==> src/rtl/alu_collect_pkg.sv <==
// Shared types, command codes and operand-requirement decoding for the ALU
// operand collector.
package alu_collect_pkg;

    localparam int CMD_W = 4;

    typedef enum logic [1:0] {
        IDLE  = 2'b00,
        WAIT  = 2'b01,
        ISSUE = 2'b10
    } state_e;

    typedef enum logic [1:0] {
        NONE = 2'b00,
        TMO  = 2'b01,
        ILL  = 2'b10,
        OVR  = 2'b11
    } err_e;

    // Arithmetic table (MODE = 1)
    localparam logic [CMD_W-1:0] A_ADD     = 4'd0;
    localparam logic [CMD_W-1:0] A_SUB     = 4'd1;
    localparam logic [CMD_W-1:0] A_ADD_CIN = 4'd2;
    localparam logic [CMD_W-1:0] A_SUB_CIN = 4'd3;
    localparam logic [CMD_W-1:0] A_INC_A   = 4'd4;
    localparam logic [CMD_W-1:0] A_DEC_A   = 4'd5;
    localparam logic [CMD_W-1:0] A_INC_B   = 4'd6;
    localparam logic [CMD_W-1:0] A_DEC_B   = 4'd7;
    localparam logic [CMD_W-1:0] A_CMP     = 4'd8;
    localparam logic [CMD_W-1:0] A_MUL_INC = 4'd9;
    localparam logic [CMD_W-1:0] A_MUL_SHL = 4'd10;

    // Logical table (MODE = 0)
    localparam logic [CMD_W-1:0] L_AND     = 4'd0;
    localparam logic [CMD_W-1:0] L_NAND    = 4'd1;
    localparam logic [CMD_W-1:0] L_OR      = 4'd2;
    localparam logic [CMD_W-1:0] L_NOR     = 4'd3;
    localparam logic [CMD_W-1:0] L_XOR     = 4'd4;
    localparam logic [CMD_W-1:0] L_XNOR    = 4'd5;
    localparam logic [CMD_W-1:0] L_NOT_A   = 4'd6;
    localparam logic [CMD_W-1:0] L_NOT_B   = 4'd7;
    localparam logic [CMD_W-1:0] L_SHR1_A  = 4'd8;
    localparam logic [CMD_W-1:0] L_SHL1_A  = 4'd9;
    localparam logic [CMD_W-1:0] L_SHR1_B  = 4'd10;
    localparam logic [CMD_W-1:0] L_SHL1_B  = 4'd11;
    localparam logic [CMD_W-1:0] L_ROL     = 4'd12;
    localparam logic [CMD_W-1:0] L_ROR     = 4'd13;

    function automatic logic needs_a(input logic mode, input logic [CMD_W-1:0] cmd);
        logic r;
        if (mode) begin
            case (cmd)
                A_ADD, A_SUB, A_ADD_CIN, A_SUB_CIN, A_INC_A, A_DEC_A,
                A_CMP, A_MUL_INC, A_MUL_SHL: r = 1'b1;
                default:                     r = 1'b0;
            endcase
        end else begin
            case (cmd)
                L_AND, L_NAND, L_OR, L_NOR, L_XOR, L_XNOR, L_NOT_A,
                L_SHR1_A, L_SHL1_A, L_ROL, L_ROR: r = 1'b1;
                default:                          r = 1'b0;
            endcase
        end
        return r;
    endfunction

    function automatic logic needs_b(input logic mode, input logic [CMD_W-1:0] cmd);
        logic r;
        if (mode) begin
            case (cmd)
                A_ADD, A_SUB, A_ADD_CIN, A_SUB_CIN, A_INC_B, A_DEC_B,
                A_CMP, A_MUL_INC, A_MUL_SHL: r = 1'b1;
                default:                     r = 1'b0;
            endcase
        end else begin
            case (cmd)
                L_AND, L_NAND, L_OR, L_NOR, L_XOR, L_XNOR, L_NOT_B,
                L_SHR1_B, L_SHL1_B, L_ROL, L_ROR: r = 1'b1;
                default:                          r = 1'b0;
            endcase
        end
        return r;
    endfunction

    function automatic logic cmd_legal(input logic mode, input logic [CMD_W-1:0] cmd);
        logic r;
        if (mode) begin
            r = (cmd <= A_MUL_SHL);
        end else begin
            r = (cmd <= L_ROR);
        end
        return r;
    endfunction

endpackage

==> src/rtl/alu_timeout_counter.sv <==
// Counts CE-qualified wait cycles after a partial operand beat; expire is
// asserted combinationally during the TIMEOUT-th enabled cycle.
module alu_timeout_counter #(
    parameter int TIMEOUT = 16
) (
    input  logic clk,
    input  logic rst,
    input  logic clear,
    input  logic enable,
    output logic expire
);
    localparam int W = $clog2(TIMEOUT + 1);

    logic [W-1:0] count_r;

    // Wait-cycle counter; clear has priority over counting.
    always_ff @(posedge clk) begin
        if (rst) begin
            count_r <= {W{1'b0}};
        end else if (clear) begin
            count_r <= {W{1'b0}};
        end else if (enable) begin
            count_r <= count_r + W'(1);
        end else begin
            count_r <= count_r;
        end
    end

    assign expire = enable && (count_r == W'(TIMEOUT - 1));

endmodule

==> src/rtl/alu_operand_collector.sv <==
// Collects split-beat ALU operands, checks commands and hands one complete
// operation per valid/ready handshake to the execute stage.
module alu_operand_collector
    import alu_collect_pkg::*;
#(
    parameter int N       = 8,
    parameter int M       = 4,
    parameter int TIMEOUT = 16
) (
    input  logic         CLK,
    input  logic         RST,
    input  logic         CE,
    input  logic [1:0]   INP_VALID,
    input  logic [N-1:0] OPA,
    input  logic [N-1:0] OPB,
    input  logic [M-1:0] CMD,
    input  logic         MODE,
    input  logic         CIN,
    output logic         in_ready,
    output logic         issue_valid,
    input  logic         issue_ready,
    output logic [N-1:0] issue_opa,
    output logic [N-1:0] issue_opb,
    output logic [M-1:0] issue_cmd,
    output logic         issue_mode,
    output logic         issue_cin,
    output logic         ERR,
    output logic [1:0]   err_code
);

    state_e       state_r, state_s;
    err_e         err_s;
    logic         got_a_r, got_b_r, need_a_r, need_b_r;
    logic         got_a_s, got_b_s, need_a_s, need_b_s;
    logic [N-1:0] opa_s, opb_s;
    logic [M-1:0] cmd_s;
    logic         mode_s, cin_s;
    logic         beat_s, tmr_clr_s, tmr_en_s, tmr_expire_s;

    assign beat_s   = CE && (INP_VALID != 2'b00);
    assign tmr_en_s = (state_r == WAIT) && CE;
    assign in_ready = (state_r != ISSUE);

    alu_timeout_counter #(
        .TIMEOUT (TIMEOUT)
    ) u_tmr (
        .clk    (CLK),
        .rst    (RST),
        .clear  (tmr_clr_s),
        .enable (tmr_en_s),
        .expire (tmr_expire_s)
    );

    // Next-state, capture and error decode.
    always_comb begin
        state_s   = state_r;
        got_a_s   = got_a_r;
        got_b_s   = got_b_r;
        need_a_s  = need_a_r;
        need_b_s  = need_b_r;
        opa_s     = issue_opa;
        opb_s     = issue_opb;
        cmd_s     = issue_cmd;
        mode_s    = issue_mode;
        cin_s     = issue_cin;
        err_s     = NONE;
        tmr_clr_s = 1'b0;
        case (state_r)
            IDLE: begin
                if (beat_s) begin
                    cmd_s     = CMD;
                    mode_s    = MODE;
                    cin_s     = CIN;
                    need_a_s  = needs_a(MODE, CMD);
                    need_b_s  = needs_b(MODE, CMD);
                    got_a_s   = INP_VALID[0] && need_a_s;
                    got_b_s   = INP_VALID[1] && need_b_s;
                    // Operands the command does not use are presented as zero.
                    opa_s     = got_a_s ? OPA : {N{1'b0}};
                    opb_s     = got_b_s ? OPB : {N{1'b0}};
                    tmr_clr_s = 1'b1;
                    if (!cmd_legal(MODE, CMD)) begin
                        err_s   = ILL;
                        state_s = IDLE;
                    end else if ((!need_a_s || got_a_s) && (!need_b_s || got_b_s)) begin
                        state_s = ISSUE;
                    end else begin
                        state_s = WAIT;
                    end
                end else begin
                    state_s = IDLE;
                end
            end
            WAIT: begin
                if (CE) begin
                    if (INP_VALID[0] && need_a_r) begin
                        opa_s   = OPA;
                        got_a_s = 1'b1;
                    end else begin
                        got_a_s = got_a_r;
                    end
                    if (INP_VALID[1] && need_b_r) begin
                        opb_s   = OPB;
                        got_b_s = 1'b1;
                    end else begin
                        got_b_s = got_b_r;
                    end
                    // Completion in the last allowed cycle beats the timeout.
                    if ((!need_a_r || got_a_s) && (!need_b_r || got_b_s)) begin
                        state_s   = ISSUE;
                        tmr_clr_s = 1'b1;
                    end else if (tmr_expire_s) begin
                        err_s     = TMO;
                        state_s   = IDLE;
                        tmr_clr_s = 1'b1;
                        got_a_s   = 1'b0;
                        got_b_s   = 1'b0;
                        need_a_s  = 1'b0;
                        need_b_s  = 1'b0;
                        opa_s     = {N{1'b0}};
                        opb_s     = {N{1'b0}};
                        cmd_s     = {M{1'b0}};
                        mode_s    = 1'b0;
                        cin_s     = 1'b0;
                    end else begin
                        state_s = WAIT;
                    end
                end else begin
                    state_s = WAIT;
                end
            end
            ISSUE: begin
                if (beat_s) begin
                    err_s = OVR;
                end else begin
                    err_s = NONE;
                end
                // The downstream handshake is not gated by CE: it belongs to
                // the execute-stage interface, not the stimulus interface.
                if (issue_ready) begin
                    state_s = IDLE;
                    got_a_s = 1'b0;
                    got_b_s = 1'b0;
                end else begin
                    state_s = ISSUE;
                end
            end
            default: begin
                state_s = IDLE;
            end
        endcase
    end

    // State, capture fields and registered outputs.
    always_ff @(posedge CLK) begin
        if (RST) begin
            state_r     <= IDLE;
            got_a_r     <= 1'b0;
            got_b_r     <= 1'b0;
            need_a_r    <= 1'b0;
            need_b_r    <= 1'b0;
            issue_valid <= 1'b0;
            issue_opa   <= {N{1'b0}};
            issue_opb   <= {N{1'b0}};
            issue_cmd   <= {M{1'b0}};
            issue_mode  <= 1'b0;
            issue_cin   <= 1'b0;
            ERR         <= 1'b0;
            err_code    <= 2'b00;
        end else begin
            state_r     <= state_s;
            got_a_r     <= got_a_s;
            got_b_r     <= got_b_s;
            need_a_r    <= need_a_s;
            need_b_r    <= need_b_s;
            issue_valid <= (state_s == ISSUE);
            issue_opa   <= opa_s;
            issue_opb   <= opb_s;
            issue_cmd   <= cmd_s;
            issue_mode  <= mode_s;
            issue_cin   <= cin_s;
            ERR         <= (err_s != NONE);
            err_code    <= err_s;
        end
    end

endmodule

==> config.mk <==
export PLATFORM = sky130hd
export DESIGN_NAME = alu_operand_collector
export DESIGN_NICKNAME = d
export VERILOG_FILES = /design/src/rtl/alu_collect_pkg.sv /design/src/rtl/alu_timeout_counter.sv /design/src/rtl/alu_operand_collector.sv
export SDC_FILE = /design/constraint.sdc
export NUM_CORES = 1
export LEC_CHECK = 0
export ABC_AREA = 1
export BUFFER_PORTS_ARGS = -buffer_cell sky130_fd_sc_hd__buf_2
export CORE_MARGIN = 2
export CORE_UTILIZATION = 40
export CTS_CLUSTER_DIAMETER = 150
export DETAILED_ROUTE_END_ITERATION = 8
export HOLD_SLACK_MARGIN = 0.06
export PLACE_DENSITY = 0.7
export SLEW_MARGIN = 0
export SYNTH_ARGS = -nofsm -noshare
export SYNTH_HDL_FRONTEND = slang
export SYNTH_SLANG_ARGS = --single-unit
==> constraint.sdc <==
create_clock -name CLK -period 2 [get_ports CLK]
set_input_delay 0.3 -clock CLK [delete_from_list [all_inputs] [get_ports CLK]]
set_output_delay 0.3 -clock CLK [all_outputs]
set_load 0.01 [all_outputs]
Word level (Yosys, flattened, before mapping)
Memory sizes are Yosys's and may differ from the RTL's.
Cells that the tools add are included.
{"block": "totals", "word_cells": 133, "reg_bits": 37, "mem_count": 4, "mem_bits_ro": 64, "output_inout_bits": 27}
{"block": "classes", "n_mux": 76, "n_lt_le_gt_ge": 2, "eq_ne": 10, "add_sub_neg": 1, "n_reduce_logical": 26}
{"memory": "(name not given)", "words": 16, "word_bits": 1, "read_ports": 1, "rd_clocked_by_memory_dff": 0, "wr": 0, "line_no": "alu_collect_pkg.sv:52", "source": "case (cmd)"}
{"memory": "(name not given)", "words": 16, "word_bits": 1, "read_ports": 1, "rd_clocked_by_memory_dff": 0, "wr": 0, "line_no": "alu_collect_pkg.sv:58", "source": "case (cmd)"}
{"memory": "(name not given)", "words": 16, "word_bits": 1, "read_ports": 1, "rd_clocked_by_memory_dff": 0, "wr": 0, "line_no": "alu_collect_pkg.sv:70", "source": "case (cmd)"}
{"memory": "(name not given)", "words": 16, "word_bits": 1, "read_ports": 1, "rd_clocked_by_memory_dff": 0, "wr": 0, "line_no": "alu_collect_pkg.sv:76", "source": "case (cmd)"}
{"operator": "8-bit two-way mux", "n": 12}
{"operator": "1-bit two-way mux", "n": 39}
{"operator": "8-bit one-hot mux with 2 select lines", "n": 2}
{"operator": "2-bit two-way mux", "n": 9}
{"operator": "4-bit two-way mux", "n": 4}
{"operator": "2-bit != test, second input constant", "n": 6}
{"operator": "2-bit one-hot mux with 3 select lines", "n": 2}
{"operator": "1-bit one-hot mux with 2 select lines", "n": 5}
{"operator": "1-bit logical AND", "n": 9}
{"operator": "4-bit <= comparator, second input constant", "n": 2}
{"operator": "4-bit one-hot mux with 2 select lines", "n": 1}
{"operator": "1-bit one-hot mux with 3 select lines", "n": 2}
{"operator": "2-bit nonzero test", "n": 3}
{"operator": "5-bit by 1-bit adder with 5-bit output, second input constant", "n": 1}
{"operator": "5-bit by 4-bit equality test with 1-bit output, second input constant", "n": 1}
{"operator": "5-bit AND reduction", "n": 1}
{"operator": "2-bit equality test, second input constant", "n": 2}
{"operator": "1-bit zero test", "n": 4}
{"operator": "1-bit logical OR", "n": 4}
{"operator": "4-bit AND reduction", "n": 1}
{"operator": "3-bit AND reduction", "n": 1}
{"operator": "3-bit nonzero test", "n": 1}
{"operator": "2-bit by 1-bit equality test with 1-bit output, second input constant", "n": 1}
{"operator": "2-bit zero test", "n": 1}
{"operator": "2-bit OR reduction", "n": 1}

Logic depth before layout (Yosys ltp)
{"block": "depth", "word_depth": 12, "ltp_mapped": 13, "depth_no_buf": 11}

Hierarchy
Synthesis repeated with hierarchy kept, for this count alone.
{"block": "unflattened", "hier_cells": 376, "area_unflattened_um2": 2354.8}
{"mod": "alu_operand_collector", "seq_area_each_um2": 640.6, "cells_each": 344, "instances": 1, "area_each_um2": 2092.0}
{"mod": "alu_timeout_counter", "seq_area_each_um2": 100.1, "cells_each": 32, "instances": 1, "area_each_um2": 262.8}

Worst setup path after synthesis
No wires, ideal clock.
{"block": "synth_timing", "path_type": "flip-flop to flip-flop", "from": "register state_r[1]", "to": "register issue_opb[0]", "setup_ns": 0.109, "t_arrival_ns": 1.402, "t_required_ns": 1.891, "slack_ns": 0.489, "period_less_slack_ns": 1.511, "n_path_buf": 2, "path_stages_with_launch": 13, "path_cell_list": "dfxtp_1 -> inv_1 -> ha_1 -> buf_6 -> inv_2 -> nand2_1 -> nand2_2 -> inv_4 -> buf_6 -> nor2_1 -> nor2_1 -> nand2_1 -> inv_1"}
{"block": "synth_via", "elab_chain_cells": 7, "elab_cells_between_ends": 12, "cone_classes": "3 x eq/ne; 4 x mux; 5 x reduce/logical"}
{"element": "from (decl)", "line_no": "alu_operand_collector.sv:31", "source": "state_e state_r, state_s;"}
{"element": "from (signal assigned)", "line_no": "alu_operand_collector.sv:171", "source": "state_r <= state_s;"}
{"element": "2-bit by 1-bit equality test with 1-bit output", "line_no": "alu_operand_collector.sv:41, alu_operand_collector.sv:68"}
{"element": "1-bit logical AND", "line_no": "alu_operand_collector.sv:41", "source": "assign tmr_en_s = (state_r == WAIT) && CE;"}
{"element": "1-bit logical AND", "line_no": "alu_timeout_counter.sv:29", "source": "assign expire = enable && (count_r == W'(TIMEOUT - 1));"}
{"element": "8-bit two-way mux", "line_no": "alu_operand_collector.sv:112", "source": "end else if (tmr_expire_s) begin"}
{"element": "8-bit two-way mux", "line_no": "alu_operand_collector.sv:109", "source": "if ((!need_a_r || got_a_s) && (!need_b_r || got_b_s)) begin"}
{"element": "8-bit two-way mux", "line_no": "alu_operand_collector.sv:95", "source": "if (CE) begin"}
{"element": "8-bit one-hot mux with 2 select lines", "line_no": "alu_operand_collector.sv:68", "source": "case (state_r)"}
{"element": "to (signal assigned)", "line_no": "alu_operand_collector.sv:164", "source": "issue_opb <= {N{1'b0}};"}
{"element": "to (signal assigned)", "line_no": "alu_operand_collector.sv:178", "source": "issue_opb <= opb_s;"}
{"element": "to (decl)", "line_no": "alu_operand_collector.sv:23", "source": "output logic [N-1:0] issue_opb,"}
Several ways; a longest one is shown, not always the timed one. The select of a mux whose other input is x is not followed.
A chain may end at the register's enable or synchronous reset.

Final worst setup path
{"block": "layout_timing", "from": "register state_r[1]", "to": "register issue_opa[5]"}
{"block": "layout_via", "elab_chain_cells": 7, "elab_cells_between_ends": 12, "cone_classes": "3 x eq/ne; 4 x mux; 5 x reduce/logical"}
{"element": "2-bit by 1-bit equality test with 1-bit output", "line_no": "alu_operand_collector.sv:41, alu_operand_collector.sv:68"}
{"element": "1-bit logical AND", "line_no": "alu_operand_collector.sv:41"}
{"element": "1-bit logical AND", "line_no": "alu_timeout_counter.sv:29"}
{"element": "8-bit two-way mux", "line_no": "alu_operand_collector.sv:112"}
{"element": "8-bit two-way mux", "line_no": "alu_operand_collector.sv:109"}
{"element": "8-bit two-way mux", "line_no": "alu_operand_collector.sv:95"}
{"element": "8-bit one-hot mux with 2 select lines", "line_no": "alu_operand_collector.sv:68"}
{"element": "to (signal assigned)", "line_no": "alu_operand_collector.sv:163", "source": "issue_opa <= {N{1'b0}};"}
{"element": "to (signal assigned)", "line_no": "alu_operand_collector.sv:177", "source": "issue_opa <= opa_s;"}
{"element": "to (decl)", "line_no": "alu_operand_collector.sv:22", "source": "output logic [N-1:0] issue_opa,"}
Several ways; a longest one is shown, not always the timed one. The select of a mux whose other input is x is not followed.

==> impl_metrics.ini <==
[floorplan]
core_area_um2 = 5410
start_util = 0.407
rows = 27
die_w_um = 78.2
die_h_um = 78.2
dieArea_um2 = 6110
pin_count = 55

[sta]
max_freq_mhz = 560
final.setup.tns_ns = 0
tightest_slew_ns = 0.426
maxSlewViolCount = 0
final-hold-violation-count = 0
fin_worst_skew_ns = 0.00473
timing.final.ws_setup_ns = 0.213
rsz0062_at_grt = false
slew_headroom = 0.716
fin_crit_ns = 1.79
fin_crit_sh = 0.893
setup_violations = 0

[power_and_ir_drop]
pwr_density_cell_nw_per_um2 = 747
seqPwrFrac = 0.441
p_sw_uw = 659
clockPowerShare = 0.266
swShare = 0.336
power_uw = 1960
power.internal_uw = 1300
ir_drop_uv = 330
comb_power_share = 0.292
p_leak_uw = 0.00137

[synth]
synth_top_area_share = 0.336
syn_nets = 372
syn_area_per_cell_um2 = 6.55
synth_cell_type_count = 26
syn-cell-area_um2 = 2200
yosysTopAreaCell = dfxtp_1
yosys_warnings = 0
synthTopCellsByArea = dfxtp_1 34%, nand2_1 16%, a21oi_1 9.1%
seq_area_frac_synth = 0.336
ys_ff_latch = 37
syn_inst = 336

[worst_setup_path]
cp.arrival_ns = 1.98
crit_path_start_kind = flip-flop
required_ns = 2.19
crit_path_end = issue_opa[5]
crit_path_start = state_r[1]
reg2reg_to = issue_opa[5]
worstReg2RegStart = state_r[1]
path_max_fanout = 14
reg2regPathDepth = 12
endpoint_kind = flip-flop
reg2reg_slack_ns = 0.21
crit_type = flip-flop to flip-flop

[drt]
vias = 2281
dr.pass1.iters = 4
drtIter0Drc = 140
ant_nets = 0
avgRoutedWirePerCell_um = 12.0
via_per_inst = 4.92
routed_wl_um = 5580
route.detailed.drc = 0

[cts]
tritoncts = built
insertion_delay_ns = 0.29
clk_pin_slew_worst_paths_ns = 0.07
cts.sinks = 37
htree_levels = 2
cts_buffers = 5
cts_hold_buf = 0
root_buffer = clkbuf_8
clockBufferDepth = 2

[placement]
numPortBuffers = 54
finalWeightedCongestion = 0.828
preCtsSetupSlack_ns = 0.145
dp_hpwl_um = 4120

[run_status]
run_status = finished, final reports clean

[final_layout]
layout.nets = 428
num_antenna_cells = 0
drive_above_1_share = 0.240
area_growth_pct = 19.4

[global_route]
antenna_found_initial = 0
grt_pass1_wl_um = 9230
grt_pass1_vias = 2060
grt_max_degree = 18
grt_overflow_total = 0
grt_usage = 0.188

[job]
cap_violations = 0

[min_path]
hold_path_class = input pin to flip-flop
-- sequential cells by signal (all words and copies together) (netlist names), 2 cells and up --
| register | cells |
|---|---|
| err_code | 2 |
| issue_cmd | 4 |
| issue_opa | 8 |
| issue_opb | 8 |
| state_r | 2 |
| u_tmr.count_r | 5 |
-- routing by layer --
layer,up-vias,track usage,share of wire
li1,1187,-,-
met1,1038,0.231,0.43
met2,49,0.328,0.51
met3,7,0.0333,0.044
met4,0,0.0737,0.015
met5,-,0,0
-- worst min-delay path by stage --
stage          slack, ns               end             start  cells past startpoint
2_1_floorplan       0.44  u_tmr.count_r[4]  u_tmr.count_r[4]                      2
3_5_place_dp        0.46         issue_cin         issue_cin                      2
5_1_grt             0.28         issue_cin               CIN                      3
3_3_place_gp        0.46         issue_cin         issue_cin                      2
4_1_cts             0.26         issue_cin               CIN                      3
6_report            0.26         issue_cin               CIN                      3
-- what timing repair did --
action | CTS | global route
setup endpoints to repair | 0 | 12
buffers inserted | 0 | 1
resized for setup | 0 | 0
-- cell type report --
cell class / count / area (µm²)
multi-input combinational: 245 / 1210
timing repair buffer: 61 / 335
tap: 72 / 90.1
inverter: 42 / 163
sequential: 37 / 741
fill: 562 / 2780
clock buffer: 7 / 86.3
-- logic make-up (layout without fill, tap and decap cells) --
family / count (synthesis) / after routing / share of synthesized area
buffers and inverters: 54 / 110 / 0.112
DFF: 37 / 37 / 0.336
xor gates and xnor gates: 3 / 3 / 0.0119
AOI/OAI and AO/OA: 55 / 55 / 0.133
and+or+nand+nor: 179 / 179 / 0.361
adders and majority gates: 8 / 8 / 0.0455
-- synth_stat cells, drive strengths merged --
cell type and count:
a21oi 41, a31oi 1, buf 7, clkbuf 5, clkinv 1, dfxtp 37
ha 8, inv 41, nand2 104, nand3 40, nand4 6, nor2 22
o211ai 2, o21ai 11, or2 7, xor2 3
-- per-stage QoR --
stage                     hold WS [ns]  std cells   util  cell area (µm²)
final                            0.260        464  0.486             2630
after detailed placement         0.457        456  0.467             2520
after global placement           0.457        456  0.467             2520
after CTS                        0.262        463  0.483             2610
after floorplan                  0.439        336      -             2200
after global routing             0.279        464  0.486             2630
-- power groups by stage --
stage / clock network, µW / logic, µW / registers [µW]
2_1_floorplan: 0 / 376 / 897
3_5_place_dp: 0 / 567 / 883
3_3_place_gp: 0 / 557 / 881
4_1_cts: 536 / 570 / 867
6_report: 523 / 574 / 866
5_1_grt: 560 / 652 / 875
-- critical path, stage by stage, from the launching register on --
cell and delay (ns):
dfxtp_1 0.33, inv_1 0.08, ha_1 0.42, nand2_1 0.10, nand2_1 0.08, nand2_2 0.08
nand2_2 0.10, inv_4 0.08, buf_4 0.18, nor2_1 0.09, nor2_1 0.04, nand2_1 0.07
inv_1 0.03
-- cell usage in the layout, fill, tap and decap left out, types with 3 or more instances in the layout --
master	count
nand2_1	95
buf_2	54
nand3_1	40
a21oi_1	40
dfxtp_1	37
inv_1	34
nor2_1	19
ha_1	8
nand2_2	7
or2_2	7
o21ai_0	6
nand4_1	6
clkbuf_8	6
buf_4	6
inv_2	5
o21ai_1	5
nor2_2	3
xor2_1	3
Note: power is estimated with default switching activity, not from simulation.
